[config.mk]
export PLATFORM = sky130hd
export DESIGN_NAME = branch_resolve_unit
export DESIGN_NICKNAME = d
export VERILOG_FILES = /design/src/rtl/branch_resolve_unit.sv
export SDC_FILE = /design/constraint.sdc
export NUM_CORES = 1
export LEC_CHECK = 0
export ABC_AREA = 1
export BUFFER_PORTS_ARGS = -buffer_cell sky130_fd_sc_hd__buf_2
export CORE_MARGIN = 4
export CORE_UTILIZATION = 40
export DETAILED_ROUTE_END_ITERATION = 8
export HOLD_SLACK_MARGIN = 0.05
export PLACE_DENSITY = 0.68
export SETUP_SLACK_MARGIN = 0.5
export SLEW_MARGIN = 20
export SYNTH_ARGS = -nofsm -noshare
export SYNTH_HDL_FRONTEND = slang
export SYNTH_SLANG_ARGS = --single-unit
[constraint.sdc]
create_clock -name clk -period 5.6 [get_ports clk]
set_input_delay 0.56 -clock clk [delete_from_list [all_inputs] [get_ports clk]]
set_output_delay 0.56 -clock clk [all_outputs]
set_load 0.005 [all_outputs]
[src/rtl/branch_resolve_unit.sv]
// Branch resolution unit: tracks in-flight predictions in order, compares each with its
// actual outcome, trains the predictor, flushes on misprediction and keeps accuracy counters.
module branch_resolve_unit #(
    parameter int DEPTH = 4,
    parameter int CNT_W = 16
) (
    input  logic                       clk,
    input  logic                       rst_n,
    input  logic                       pred_valid,
    input  logic                       pred_taken,
    output logic                       pred_ready,
    input  logic                       res_valid,
    input  logic                       res_taken,
    output logic                       train_valid,
    output logic                       train_taken,
    output logic                       mispredict,
    output logic                       orphan,
    output logic [$clog2(DEPTH):0]     outstanding,
    output logic [CNT_W-1:0]           total_cnt,
    output logic [CNT_W-1:0]           miss_cnt
);
    localparam int PTR_W = $clog2(DEPTH);
    localparam int OCC_W = PTR_W + 1;

    typedef enum logic {RUN, FLUSH} state_t;

    state_t           state, state_next;
    logic [DEPTH-1:0] queue;
    logic [PTR_W-1:0] rd_ptr, wr_ptr;
    logic [OCC_W-1:0] occ;
    logic             in_run, push, pop, hit, miss, orph;

    assign outstanding = occ;

    // NOTE: every signal driven here gets a value before any condition, so no latch is inferred.
    always_comb begin
        in_run     = (state == RUN);
        pred_ready = in_run && (occ < OCC_W'(DEPTH));
        push       = pred_valid && pred_ready;
        pop        = in_run && res_valid && (occ != '0);
        orph       = in_run && res_valid && (occ == '0);
        hit        = (queue[rd_ptr] == res_taken);
        miss       = pop && !hit;
    end

    always_comb begin
        state_next = state;
        case (state)
            RUN:     if (miss) state_next = FLUSH;
            FLUSH:   state_next = RUN;
            default: state_next = RUN;
        endcase
    end

    // NOTE: sequential state uses non-blocking assignments so all registers update from pre-edge values.
    always_ff @(posedge clk) begin
        if (!rst_n) state <= RUN;
        else        state <= state_next;
    end

    // NOTE: queue storage is deliberately not reset; occupancy and pointers decide which entries are live.
    always_ff @(posedge clk) begin
        if (push && !miss) queue[wr_ptr] <= pred_taken;
    end

    // A mispredict discards every queued entry plus any same-cycle (younger) push.
    always_ff @(posedge clk) begin
        if (!rst_n) begin
            rd_ptr <= '0;
            wr_ptr <= '0;
            occ    <= '0;
        end else if (miss) begin
            rd_ptr <= '0;
            wr_ptr <= '0;
            occ    <= '0;
        end else begin
            if (push) wr_ptr <= wr_ptr + PTR_W'(1);
            if (pop)  rd_ptr <= rd_ptr + PTR_W'(1);
            occ <= occ + OCC_W'(push) - OCC_W'(pop);
        end
    end

    always_ff @(posedge clk) begin
        if (!rst_n) begin
            train_valid <= 1'b0;
            train_taken <= 1'b0;
            mispredict  <= 1'b0;
            orphan      <= 1'b0;
            total_cnt   <= '0;
            miss_cnt    <= '0;
        end else begin
            train_valid <= pop;
            train_taken <= pop && res_taken;
            mispredict  <= miss;
            orphan      <= orph;
            if (pop && (total_cnt != '1)) total_cnt <= total_cnt + CNT_W'(1);
            if (miss && (miss_cnt != '1)) miss_cnt <= miss_cnt + CNT_W'(1);
        end
    end
endmodule

# Word-level counts from Yosys, hierarchy flattened
# Index checks and enable logic that the tools add are counted.
totals:
  ff_bits: 48
  in_bits: 6
op_classes:
  n_reduce_logical: 16
  eq_ne: 3
  bitwise: 2
  order_cmp: 4
  add_sub_neg: 6
  mux: 7
ops:
  columns: ["operator", "n"]
  rows:
  - ["adder 16 x 1 -> 16 bit, second input constant", 2]
  - ["inequality test 16 bit, second input constant", 2]
  - ["logical AND 1 bit", 11]
  - ["< comparator 2 x 3 -> 1 bit, second input constant", 2]
  - ["adder 2 x 1 -> 2 bit, second input constant", 2]
  - ["bitwise mux 4 bit", 1]
  - ["adder 3 x 1 -> 3 bit", 1]
  - ["zero test 3 bit", 1]
  - ["< comparator 3 bit, second input constant", 1]
  - ["2-to-1 mux 1 bit", 3]
  - ["nonzero test 3 bit", 1]
  - ["subtractor 3 x 1 -> 3 bit", 1]
  - ["binary-select mux 1 bit (select 2 bit)", 1]
  - ["demux 1 bit (select 2 bit)", 1]
  - ["greater-or-equal comparator 2 x 1 -> 1 bit, second input constant", 1]
  - ["zero test 1 bit", 2]
  - ["NOT 1 bit", 2]
  - ["case mux 1 bit (2 select lines)", 1]
  - ["OR reduction 2 bit", 1]
  - ["== test 1 bit", 1]

# Longest topological paths before layout
# Gate-level depths: netlist of run 1.
logic_depth:
  depth_word: 7
  mapped_depth: 10

# Worst setup path after synthesis of run 1
# Ideal clock, no wire load.
synth_timing:
  path_kind: "input-to-reg"
  start: "input port res_valid"
  end: "register occ[2] (netlist: outstanding[2])"
  arrival_time_ns: 1.873
  slack_ns: 3.657
  stages: 9
  path_cell_list: "inv_1 nor2_2 nand2_4 xor2_1 ha_1 inv_1 fa_1 or2_2 a21oi_1"
synth_between:
  elab_chain_cells: 4
synth_lines:
  columns: ["element", "line", "source"]
  rows:
  - ["from (decl)", "12", "input logic res_valid,"]
  - ["logical AND 1 bit (*) (2 in a row)", "40", "pop = in_run && res_valid && (occ != '0);"]
  - ["parallel branches: the longest is 2 deep, another holds subtractor 3 x 1 -> 3 bit", null, null]
  - ["to (signal assigned)", "79", "occ <= occ + OCC_W'(push) - OCC_W'(pop);"]
  - ["to (decl)", "30", "logic [OCC_W-1:0] occ;"]
# Mark *: on every way between the ends.
# A chain may end at the register's enable or synchronous reset.

# Final worst setup path of run 1
layout_timing:
  start: "register occ[1] (netlist: outstanding[1])"
  end: "register occ[2] (netlist: outstanding[2])"
layout_between:
  elab_chain_cells: 5
layout_lines:
  columns: ["element", "line", "source"]
  rows:
  - ["< comparator 3 bit", "38", "pred_ready = in_run && (occ < OCC_W'(DEPTH));"]
  - ["logical AND 1 bit", "38", null]
  - ["logical AND 1 bit", "39", "push = pred_valid && pred_ready;"]
  - ["adder 3 x 1 -> 3 bit", "79", null]
  - ["subtractor 3 x 1 -> 3 bit", "79", null]
# Several ways; a longest one is shown, not always the timed one.

==> summary.txt, run 1 <==
Critical path
  • Startpoint types: flop
  • Reg2reg end: outstanding[2]$_SDFF_PP0_
  • Crit path DAT: 2.13 ns
  • CP Data Required Time: roughly 5.8 ns
  • Reg2reg start: outstanding[1]$_SDFF_PP0_
  • Reg2Reg Setup Slack: between 3 and 4 ns
  • Top Family by Delay on Critical Path: simple AND/OR/NAND/NOR gates
  • Cells on worst reg2reg path: 9
  • Slowest CP cell: dfxtp_1
  • Critical path's largest stage delay: approximately 0.37 ns
  • Setup CP Type: reg2reg
  • Setup crit end kind: flop
  • CP cell instances: nor2_1, nand2_2, nand2_4, xor2_1, ha_1, inv_1, fa_1, or2_2, a21oi_1
  • CP Max Fanout: 7
  • Critical Path Stages: 9
  • WP buf/inv: 1

Route
  • Via-to-Cell Ratio: approximately 4.8
  • Final ANT Viol Nets: 0
  • Via count: 2,355
  • Drt first pass iters: 4
  • DRC errors left: 0
  • Wire per inst: between 10 and 15 um
  • WL final: roughly 5400 um
  • Initial drt markers: 65

Final layout
  • Area grow syn2layout: 12.1%
  • # diodes: 0
  • Non-Filler Instances: between 400 and 500
  • Nets: 429
  • Layout cell share with drive strength beyond 1: 0.214
  • Fillcell total: between 600 and 700

Floorplanning
  • Initial core utilization: 0.416
  • Chip Width: between 80 and 90 um
  • Die H: 89.5 um
  • # rows: 29
  • I/O pin cnt: 46
  • Die Area: between 0.008 and 0.009 mm2
  • Core area: around 0.0064 mm2

Synth
  • Yosys warns: 0
  • Mapped Avg Cell Area: 7.14 um2
  • Synth async-reset ratio: 0
  • Synth Instances: 372
  • Main synth FF type: dfxtp_1
  • Distinct cells, synth: 32
  • Post-synth EDFFs: 4
  • Net Count, Synth: just under 400
  • Synth Cell Area: approximately 0.0027 mm2
  • Post-synthesis sequential element count: 48
  • Seq/Total Area, Yosys: 0.377

Global routing
  • Largest net degree at the start of global routing: 27
  • GRT Overall Usage: 0.147
  • First-pass GRT wire length: 9400 um
  • Grt ovf: 0
  • Vias in the first global route: roughly 2,200
  • Initial antenna violation count: 0

Pwr
  • Reg power frac: 0.458
  • Switching fraction of total power: 0.374
  • Maximum resistive drop on vdd: 0.000153 V
  • Pwr/cell area: 308 mW/mm2
  • Clock share of power: 0.214
  • Cell-internal power: 574 uW
  • Comb pwr share: 0.328
  • P_sw: between 300 and 400 uW
  • Leak pwr: about 0.0012 uW

STA
  • Max Transition Viols Final: 0
  • Crit share post-route: 0.339
  • Setup TNS: 0 ns
  • Worst-margin pin slew: 0.793 ns
  • Slew headroom: 0.471
  • Final setup vio count: 0
  • Worst Setup Slack, final: between 3 and 4 ns
  • Fmax: roughly 530 MHz
  • RSZ-0062 raised after global routing: no
  • Final min period: 1.90 ns
  • Endpoints failing hold: 0
  • Setup Skew: 0.00513 ns

Hold path
  • Min-Delay Endpoint: queue[1]$_DFFE_PP_
  • Hold Crit Class: in2reg
  • Hold Crit Start: pred_taken
  • Hold depth: 1

CTS
  • Number of CTS-inserted buffers: 5
  • CTS tree: yes
  • Hold Buf Count CTS: 0
  • Postcts setup bufs: 0
  • Worst-Skew Late Latency: ~0.29 ns
  • CTS sink cnt: 48
  • CTS max path bufs: 2
  • Clock slew seen by the registers of the worst setup and hold paths: ~0.090 ns
  • Clk root buf: clkbuf_8
  • CTS resizes: 0
  • CTS H-tree lvls: 2

Placement
  • Routability Congestion: between 0.8 and 0.9
  • Pre-CTS setup slack: approximately 3.5 ns
  • Post-DP HPWL: about 4100 um
  • Port buffer count: between 40 and 50
  • Number of instances in the placed design: ~490

Flow run
  • Max_cap viols: 0

Outcome
  • Status: finished, final reports clean
[routing by layer]
layer	wire, um	GRT usage
met1	2560	0.182
met2	2540	0.251
met3	232	0.0378
met4	49	0.0460
met5	0	0
[cell usage after synthesis, types with 2 or more instances]
master	instances	area, um2
a21oi_2	10	87.6
inv_2	2	7.51
dfxtp_1	44	881
nor2_2	2	12.5
nand2_4	2	22.5
nand2_1	98	368
nand3_2	6	60.1
nor2_1	68	255
a21oi_1	20	100
buf_6	4	45.0
nand3_1	26	130
nand4_1	4	25.0
nor3_1	6	30.0
xor2_1	7	61.3
clkbuf_1	2	7.51
inv_1	31	116
o21ai_0	2	10.0
nor2_4	2	22.5
xnor2_1	5	43.8
ha_1	7	87.6
nand2_2	9	56.3
edfxtp_1	4	120
buf_2	2	10.0
[per-stage QoR]
step                utilization  power [uW]  hold slack (ns)  instance area, um2
finish                    0.466         916            0.477                2980
global route              0.466        1000            0.465                2980
CTS                       0.466         931            0.469                2980
detailed placement        0.454         732            0.478                2900
global placement          0.454         725            0.473                2900
floorplan                     -         685            0.443                2660
[cells in the final DEF (no fill, tap or decap), drive strengths merged]
cell and count:
nand4 4, buf 45, nor4 1, edfxtp 4, inv 34, nor2 72, a31oi 1, xor2 7
clkbuf 5, clkinv 3, dfxtp 44, ha 7, or2 2, fa 1, nand2 109, o21ai 2
a21oi 30, nor3 8, nand3 32, xnor2 5
[state kept, by name, summed over array words and instances, names as in the netlist]
signal / count
orphan: 1
state: 1
train_taken: 1
mispredict: 1
miss_cnt: 16
outstanding: 3
wr_ptr: 2
train_valid: 1
rd_ptr: 2
total_cnt: 16
queue: 4
[cell type report]
type / instances / area, um2 / share of cell area
multi-input combinational: 281 / 1440 / 0.485
sequential: 48 / 1000 / 0.336
timing repair buffer: 45 / 225 / 0.0756
inverter: 34 / 130 / 0.0437
tap: 77 / 96.3 / 0.0323
clock buffer: 5 / 68.8 / 0.0231
clock inverter: 3 / 13.8 / 0.00462
[cell families (layout without fill, tap and decap cells)]
logic type                 count (synthesis)  after routing  synth area share
DFF                                       48             48             0.377
xor gates and xnor gates                  12             12            0.0395
adders and majority gates                  8              8            0.0405
and+or+nand+nor                          228            228             0.387
AOI/OAI and AO/OA                         33             33            0.0767
buffers and inverters                     43             87            0.0800
[power groups by stage]
stage / Combinational, uW / Sequential, uW / Clock [uW]
final: 301 / 419 / 196
after global routing: 355 / 426 / 221
after CTS: 306 / 420 / 206
after detailed placement: 304 / 428 / 0
after global placement: 298 / 427 / 0
after floorplan: 261 / 424 / 0
[worst max-delay path by stage]
stage                                endpoint  slack, ns                       from
finish              outstanding[2]$_SDFF_PP0_       3.70  outstanding[1]$_SDFF_PP0_
CTS                 outstanding[2]$_SDFF_PP0_       3.69  outstanding[1]$_SDFF_PP0_
global placement    outstanding[2]$_SDFF_PP0_       3.53                  res_valid
floorplan           outstanding[2]$_SDFF_PP0_       3.66                  res_valid
global route        outstanding[2]$_SDFF_PP0_       3.54  outstanding[1]$_SDFF_PP0_
detailed placement  outstanding[2]$_SDFF_PP0_       3.49                  res_valid
No activity file was read; power rests on OpenSTA's default activity.
==> inputs of run 2 (changes only) <==
==> constraint.sdc (replaced) <==
create_clock -name clk -period 1.75 [get_ports clk]
set_input_delay 0.175 -clock clk [delete_from_list [all_inputs] [get_ports clk]]
set_output_delay 0.175 -clock clk [all_outputs]
set_load 0.005 [all_outputs]
==> run 2 against run 1 <==
First-iteration DRC count increased by 23%. Non-clock buffer count increased by 54. Fmax increased by 9.0%. Sequential share of layout area decreased by 7.8 points. Clock-buffer cell count increased by 1. Flip-flop and latch count unchanged. Clock power increased to 3.6 times the previous value. Worst setup slack got worse by 3.7 ns. Sequential power increased to 3.2 times the previous value. Total power increased to 4.5 times the previous value. Wire length increased by 37%. Critical endpoint unchanged. Largest power group is now combinational cells.
==> summary.txt, run 2 (synthesis results as in run 1) <==
Outcome
  • Status: finished, final reports clean

Hold path
  • Hold Crit Start: pred_taken
  • Hold Crit Class: in2reg

Route
  • Final ANT Viol Nets: 0 (unchanged)
  • Via count: 2,732 (+16%)
  • Met2 Wirelength: 3840 um (+51%)
  • Wire per inst: 13.4 um (+23%)
  • DRT met1 WL: 3170 um (+24%)
  • Met3 WL: 253 um (+9.1%)
  • Drt first pass iters: 4 (unchanged)
  • Initial drt markers: 80 (+23%)
  • DRC errors left: 0 (unchanged)
  • Via-to-Cell Ratio: 4.98 (+4.2%)
  • WL final: 7350 um (+37%)
  • DR top layer: met4

Final layout
  • Layout cell share with drive strength beyond 1: 0.483 (+0.269)
  • Most frequent cells in the layout: nand2_1 (71), nor2_1 (52), buf_2 (45)
  • Fillcell total: 543 (-18%)
  • Largest regs: miss_cnt x16, total_cnt x16, queue x4
  • Commonest non-fill, non-tap cell in the layout: nand2_1
  • Nets: 485 (+13%)
  • Core Util, Final: 0.627 (+0.161)
  • # diodes: 0 (unchanged)
  • Area grow syn2layout: 50.7%

Flow run
  • Max_cap viols: 0 (unchanged)

Floorplanning
  • # rows: 29 (unchanged)
  • Initial core utilization: 0.416 (unchanged)
  • Die Area: 0.00801 mm2 (unchanged)
  • Core area: 0.00639 mm2 (unchanged)
  • Die H: 89.5 um (unchanged)
  • Chip Width: 89.5 um (unchanged)
  • I/O pin cnt: 46 (unchanged)

Critical path
  • Setup crit end kind: flop
  • Startpoint types: flop
  • Reg2reg start: outstanding[1]$_SDFF_PP0_
  • CP Data Required Time: 1.98 ns (-3.85 ns)
  • CP Max Fanout: 2 (-5)
  • Setup CP Type: reg2reg
  • Crit path DAT: 1.98 ns (-0.15 ns)
  • Critical path origin: outstanding[1]$_SDFF_PP0_

Global routing
  • Grt ovf: 0 (unchanged)
  • Largest net degree at the start of global routing: 19 (-30%)
  • GRT Overall Usage: 0.184 (+0.0370)
  • Vias in the first global route: 2,497 (+14%)
  • Initial antenna violation count: 0 (unchanged)
  • First-pass GRT wire length: 11,700 um (+24%)

STA
  • Slew headroom: 0.723 (+0.252)
  • Final min period: 1.74 ns (-0.156 ns)
  • Worst-margin pin slew: 0.415 ns (-0.378 ns)
  • Worst Setup Slack, final: 0.00860 ns (-3.69 ns)
  • Fmax: 574 MHz (+9.0%)
  • Crit share post-route: 0.995 (+0.656)
  • Max Transition Viols Final: 0 (unchanged)
  • Worst hold slack: 0.0916 ns (-0.385 ns)
  • Setup Skew: 0.0113 ns (+0.00622 ns)
  • Final setup vio count: 0 (unchanged)
  • RSZ-0062 raised after global routing: yes
  • Endpoints failing hold: 0 (unchanged)

Placement
  • Pre-CTS setup slack: -0.0592 ns (-3.55 ns)
  • Routability Congestion: 0.831 (+0.39%)
  • Post-DP HPWL: 4470 um (+10%)
  • Port buffer count: 45 (unchanged)

CTS
  • CTS H-tree lvls: 2 (unchanged)
  • Hold Buf Count CTS: 0 (unchanged)
  • Clock slew seen by the registers of the worst setup and hold paths: 0.09 ns (about the same)
  • Worst-Skew Late Latency: 0.30 ns (about the same)
  • Clk root buf: clkbuf_8
  • CTS max path bufs: 2 (unchanged)
  • CTS tree: yes
  • Number of CTS-inserted buffers: 5 (unchanged)
  • CTS sink cnt: 48 (unchanged)

Pwr
  • Pwr/cell area: 1030 mW/mm2 (+230%)
  • Maximum resistive drop on vdd: 0.000663 V (+330%)
  • Leak pwr: 0.00171 uW (+38%)
run 2: changes by cell type in the layout (fill, tap and decap cells not counted), sizes merged:
| cell | change |
|---|---|
| clkbuf | +1 |
| nand2 | +2 |
| buf | +54 |
| clkinv | -1 |
run 2: path summary, 6_finish.rpt:
| check | to | slack [ns] | cells past startpoint |
|---|---|---|---|
| max reg2reg | outstanding[2]$_SDFF_PP0_ | 0.009 | 9 |
| max | outstanding[2]$_SDFF_PP0_ | 0.009 | 9 |
| min reg2reg | orphan$_SDFF_PN0_ | 0.46 | 1 |
| min | queue[3]$_DFFE_PP_ | 0.09 | 1 |
run 2: final cells by class:
| cell class | instances | area, um2 | share of cell area |
|---|---|---|---|
| inverters | 34 | 135 | 0.0337 |
| multi-input cells | 283 | 1910 | 0.476 |
| repair buffers | 99 | 741 | 0.185 |
| flip-flops and latches | 48 | 1030 | 0.258 |
| well taps | 77 | 96.3 | 0.0241 |
| clock buffers | 6 | 82.6 | 0.0206 |
| clock inverters | 2 | 10.0 | 0.00250 |
run 2: through the flow:
step / instance area [um2] / setup TNS [ns] / total power, uW / cells
floorplan: 2790 / -0.0258 / 2310 / 372
global placement: 3250 / 0 / 2570 / 513
detailed placement: 3250 / -0.0592 / 2610 / 513
CTS: 3750 / -0.0224 / 3880 / 538
global route: 4010 / -0.0431 / 4400 / 549
finish: 4010 / 0 / 4120 / 549
run 2: critical path: stages, from the launching register on:
cell,delay [ns]
dfxtp_2,0.33
nor2_2,0.10
nand2_2,0.08
nand2_4,0.07
xor2_1,0.17
ha_2,0.20
inv_2,0.03
fa_2,0.33
or2_4,0.25
a21oi_2,0.10
run 2: where the power goes:
group	total [uW]	switching (uW)	internal [uW]
registers	1350	90.6	1250
logic	2070	1130	938
clock network	707	390	317
total	4120	1610	2510
run 2: repair_timing:
item	in CTS	in global routing
setup buffers	13	11
pin swaps	34	14
endpoints found under the setup margin	43	43
gates cloned	4	0
gates resized for setup	61	41
run 2: per-layer routing:
| layer | GRT usage | vias up |
|---|---|---|
| met3 | 0.0313 | 9 |
| met2 | 0.327 | 39 |
| met5 | 0 | - |
| met1 | 0.232 | 1300 |
| met4 | 0.0447 | 0 |
| li1 | - | 1384 |
==> inputs of run 3 (changes only) <==
==> constraint.sdc (replaced) <==
create_clock -name clk -period 1.7 [get_ports clk]
set_input_delay 0.17 -clock clk [delete_from_list [all_inputs] [get_ports clk]]
set_output_delay 0.17 -clock clk [all_outputs]
set_load 0.005 [all_outputs]
==> run 3 against run 2 <==
The run now ends with negative setup slack left. Hold slack lost 0.017 ns. Global-route usage grew 3.1 points. Core utilization up 4.8 points. Sequential share of layout area fell by 1.9 points. First-iteration DRC count is 36% higher. Fmax is 0.80% higher. Non-clock buffer count increased by 8. Design area grew 7.7%. Total power rose by 25%. Combinational power is 26% higher. Critical path depth stayed put. Flip-flop and latch count unchanged. Critical path type unchanged. Largest cell class unchanged. Highest routed layer unchanged.
==> summary.txt, run 3 (synthesis results as in run 1) <==
Outcome
  • Status: finished with violations
  • Failing checks: negative setup slack

Route
  • Drt first pass iters: 4 (unchanged)
  • Wire per inst: 15.4 um (+15%)
  • Via-to-Cell Ratio: 5.15 (+3.6%)
  • DRT met1 WL: 3360 um (+5.8%)
  • DRC errors left: 0 (unchanged)
  • Via count: 2,871 (+5.1%)
  • Met3 WL: 372 um (+47%)
  • WL final: 8600 um (+17%)
  • Initial drt markers: 109 (+36%)
  • DR top layer: met4
  • Met2 Wirelength: 4530 um (+18%)
  • Final ANT Viol Nets: 0 (unchanged)

Final layout
  • Seq. cell area: 0.00103 mm2 (-0.12%)
  • Core Util, Final: 0.675 (+0.0480)
  • Nets: 493 (+1.6%)
  • Area grow syn2layout: 62.2%
  • Commonest non-fill, non-tap cell in the layout: nand2_1
  • # diodes: 0 (unchanged)
  • Layout cell share with drive strength beyond 1: 0.542 (+0.0586)
  • Multi-input logic area: 0.00202 mm2 (+6.0%)
  • Fillcell total: 463 (-15%)
  • Most frequent cells in the layout: nand2_1 (66), nor2_1 (44), buf_2 (44)
  • Largest regs: miss_cnt x16, total_cnt x16, queue x4

Hold path
  • Hold Crit Class: in2reg
  • Hold Crit Start: pred_taken

Floorplanning
  • I/O pin cnt: 46 (unchanged)
  • Initial core utilization: 0.416 (unchanged)
  • Die H: 89.5 um (unchanged)
  • Chip Width: 89.5 um (unchanged)
  • # rows: 29 (unchanged)
  • Core area: 0.00639 mm2 (unchanged)
  • Die Area: 0.00801 mm2 (unchanged)

CTS
  • Clk root buf: clkbuf_8
  • CTS tree: yes
  • CTS max path bufs: 2 (unchanged)
  • Hold Buf Count CTS: 0 (unchanged)
  • CTS H-tree lvls: 2 (unchanged)
  • Number of CTS-inserted buffers: 5 (unchanged)
  • Clock slew seen by the registers of the worst setup and hold paths: 0.09 ns (about the same)
  • Worst-Skew Late Latency: 0.31 ns (about the same)
  • CTS sink cnt: 48 (unchanged)

Critical path
  • Reg2Reg Setup Slack: -0.03 ns (-0.04 ns)
  • Setup crit end kind: flop
  • Critical path origin: outstanding[2]$_SDFF_PP0_
  • CP Max Fanout: 3 (+1)
  • Setup CP Type: reg2reg
  • Startpoint types: flop
  • CP Data Required Time: 1.95 ns (-0.03 ns)
  • Reg2reg start: outstanding[2]$_SDFF_PP0_
  • Crit path DAT: 1.98 ns (about the same)

Placement
  • Routability Congestion: 0.813 (-2.1%)
  • Port buffer count: 45 (unchanged)
  • Post-DP HPWL: 4560 um (+2.1%)

Global routing
  • Grt ovf: 0 (unchanged)
  • GRT Overall Usage: 0.215 (+0.0307)
  • Largest net degree at the start of global routing: 21 (+2)
  • Initial antenna violation count: 0 (unchanged)
  • Vias in the first global route: 2,909 (+16%)
  • First-pass GRT wire length: 13,300 um (+14%)

STA
  • Worst-margin pin slew: 0.336 ns (-0.0787 ns)
  • Worst Setup Slack, final: -0.0276 ns (-0.0362 ns)
  • RSZ-0062 raised after global routing: yes
  • Final setup vio count: 1 (+1)
  • Endpoints failing hold: 0 (unchanged)
  • Crit share post-route: 1.02 (+0.0212)
  • Final min period: 1.73 ns (-0.0138 ns)
  • Max Transition Viols Final: 0 (unchanged)
  • Slew headroom: 0.776 (+0.0527)
  • Fmax: 579 MHz (+0.80%)
  • Setup Skew: 0.00546 ns (-0.00589 ns)
  • Worst hold slack: 0.0743 ns (-0.0172 ns)

Pwr
  • Leak pwr: 0.00187 uW (+9.5%)
  • Maximum resistive drop on vdd: 0.000752 V (+13%)
  • Power Total: 5170 uW (+25%)
  • Pwr/cell area: 1200 mW/mm2 (+16%)

Flow run
  • Max_cap viols: 0 (unchanged)
[run 3: cell type report]
class	count	share of cell area
clock buffers	5	0.0160
clock inverters	3	0.0209
inverters	34	0.0313
multi-input cells	283	0.468
flip-flops and latches	48	0.240
well taps	77	0.0223
repair buffers	107	0.201
[run 3: report_power, final]
group	leakage [uW]	switching (uW)	total [uW]	internal, uW
logic	0.00139	1420	2610	1190
clock network	0.0000784	423	1160	736
registers	0.000402	109	1400	1290
[run 3: repair_timing]
item                                    4_1_cts  5_1_grt
gates resized for setup                      98       37
pin swaps                                    60       29
endpoints found under the setup margin       44       45
setup buffers                                22        6
gates cloned                                  6        0
[run 3: routing by layer]
layer  vias to the layer above  GRT usage
met5                         -          0
met2                        80      0.381
met1                      1361      0.235
met3                        35     0.0516
met4                         0      0.116
li1                       1395          -
[run 3: path summary, 6_finish.rpt]
check                                            endpoint  cells after the start
worst max-delay path            outstanding[2]$_SDFF_PP0_                      9
worst min-delay path                   queue[2]$_DFFE_PP_                      1
worst max register to register  outstanding[2]$_SDFF_PP0_                      9
worst min register to register          orphan$_SDFF_PN0_                      1
[run 3: worst max-delay path, stage by stage (launching register included)]
cell and delay (ns):
dfxtp_2 0.35, nor2_2 0.09, nand2_2 0.08, nand2_4 0.08, xor2_2 0.13, ha_2 0.19, inv_2 0.04, fa_2 0.34
or2_4 0.26, a21oi_2 0.11
[run 3: through the flow]
stage | setup TNS (ns) | cell area [um2] | worst slack (ns) | instances
detailed placement | -0.0880 | 3290 | -0.0880 | 515
CTS | -0.0282 | 4100 | -0.0282 | 551
global placement | -0.0424 | 3290 | -0.0424 | 515
floorplan | -0.0758 | 2800 | -0.0758 | 372
finish | -0.0276 | 4310 | -0.0276 | 557
global route | -0.484 | 4310 | -0.130 | 557
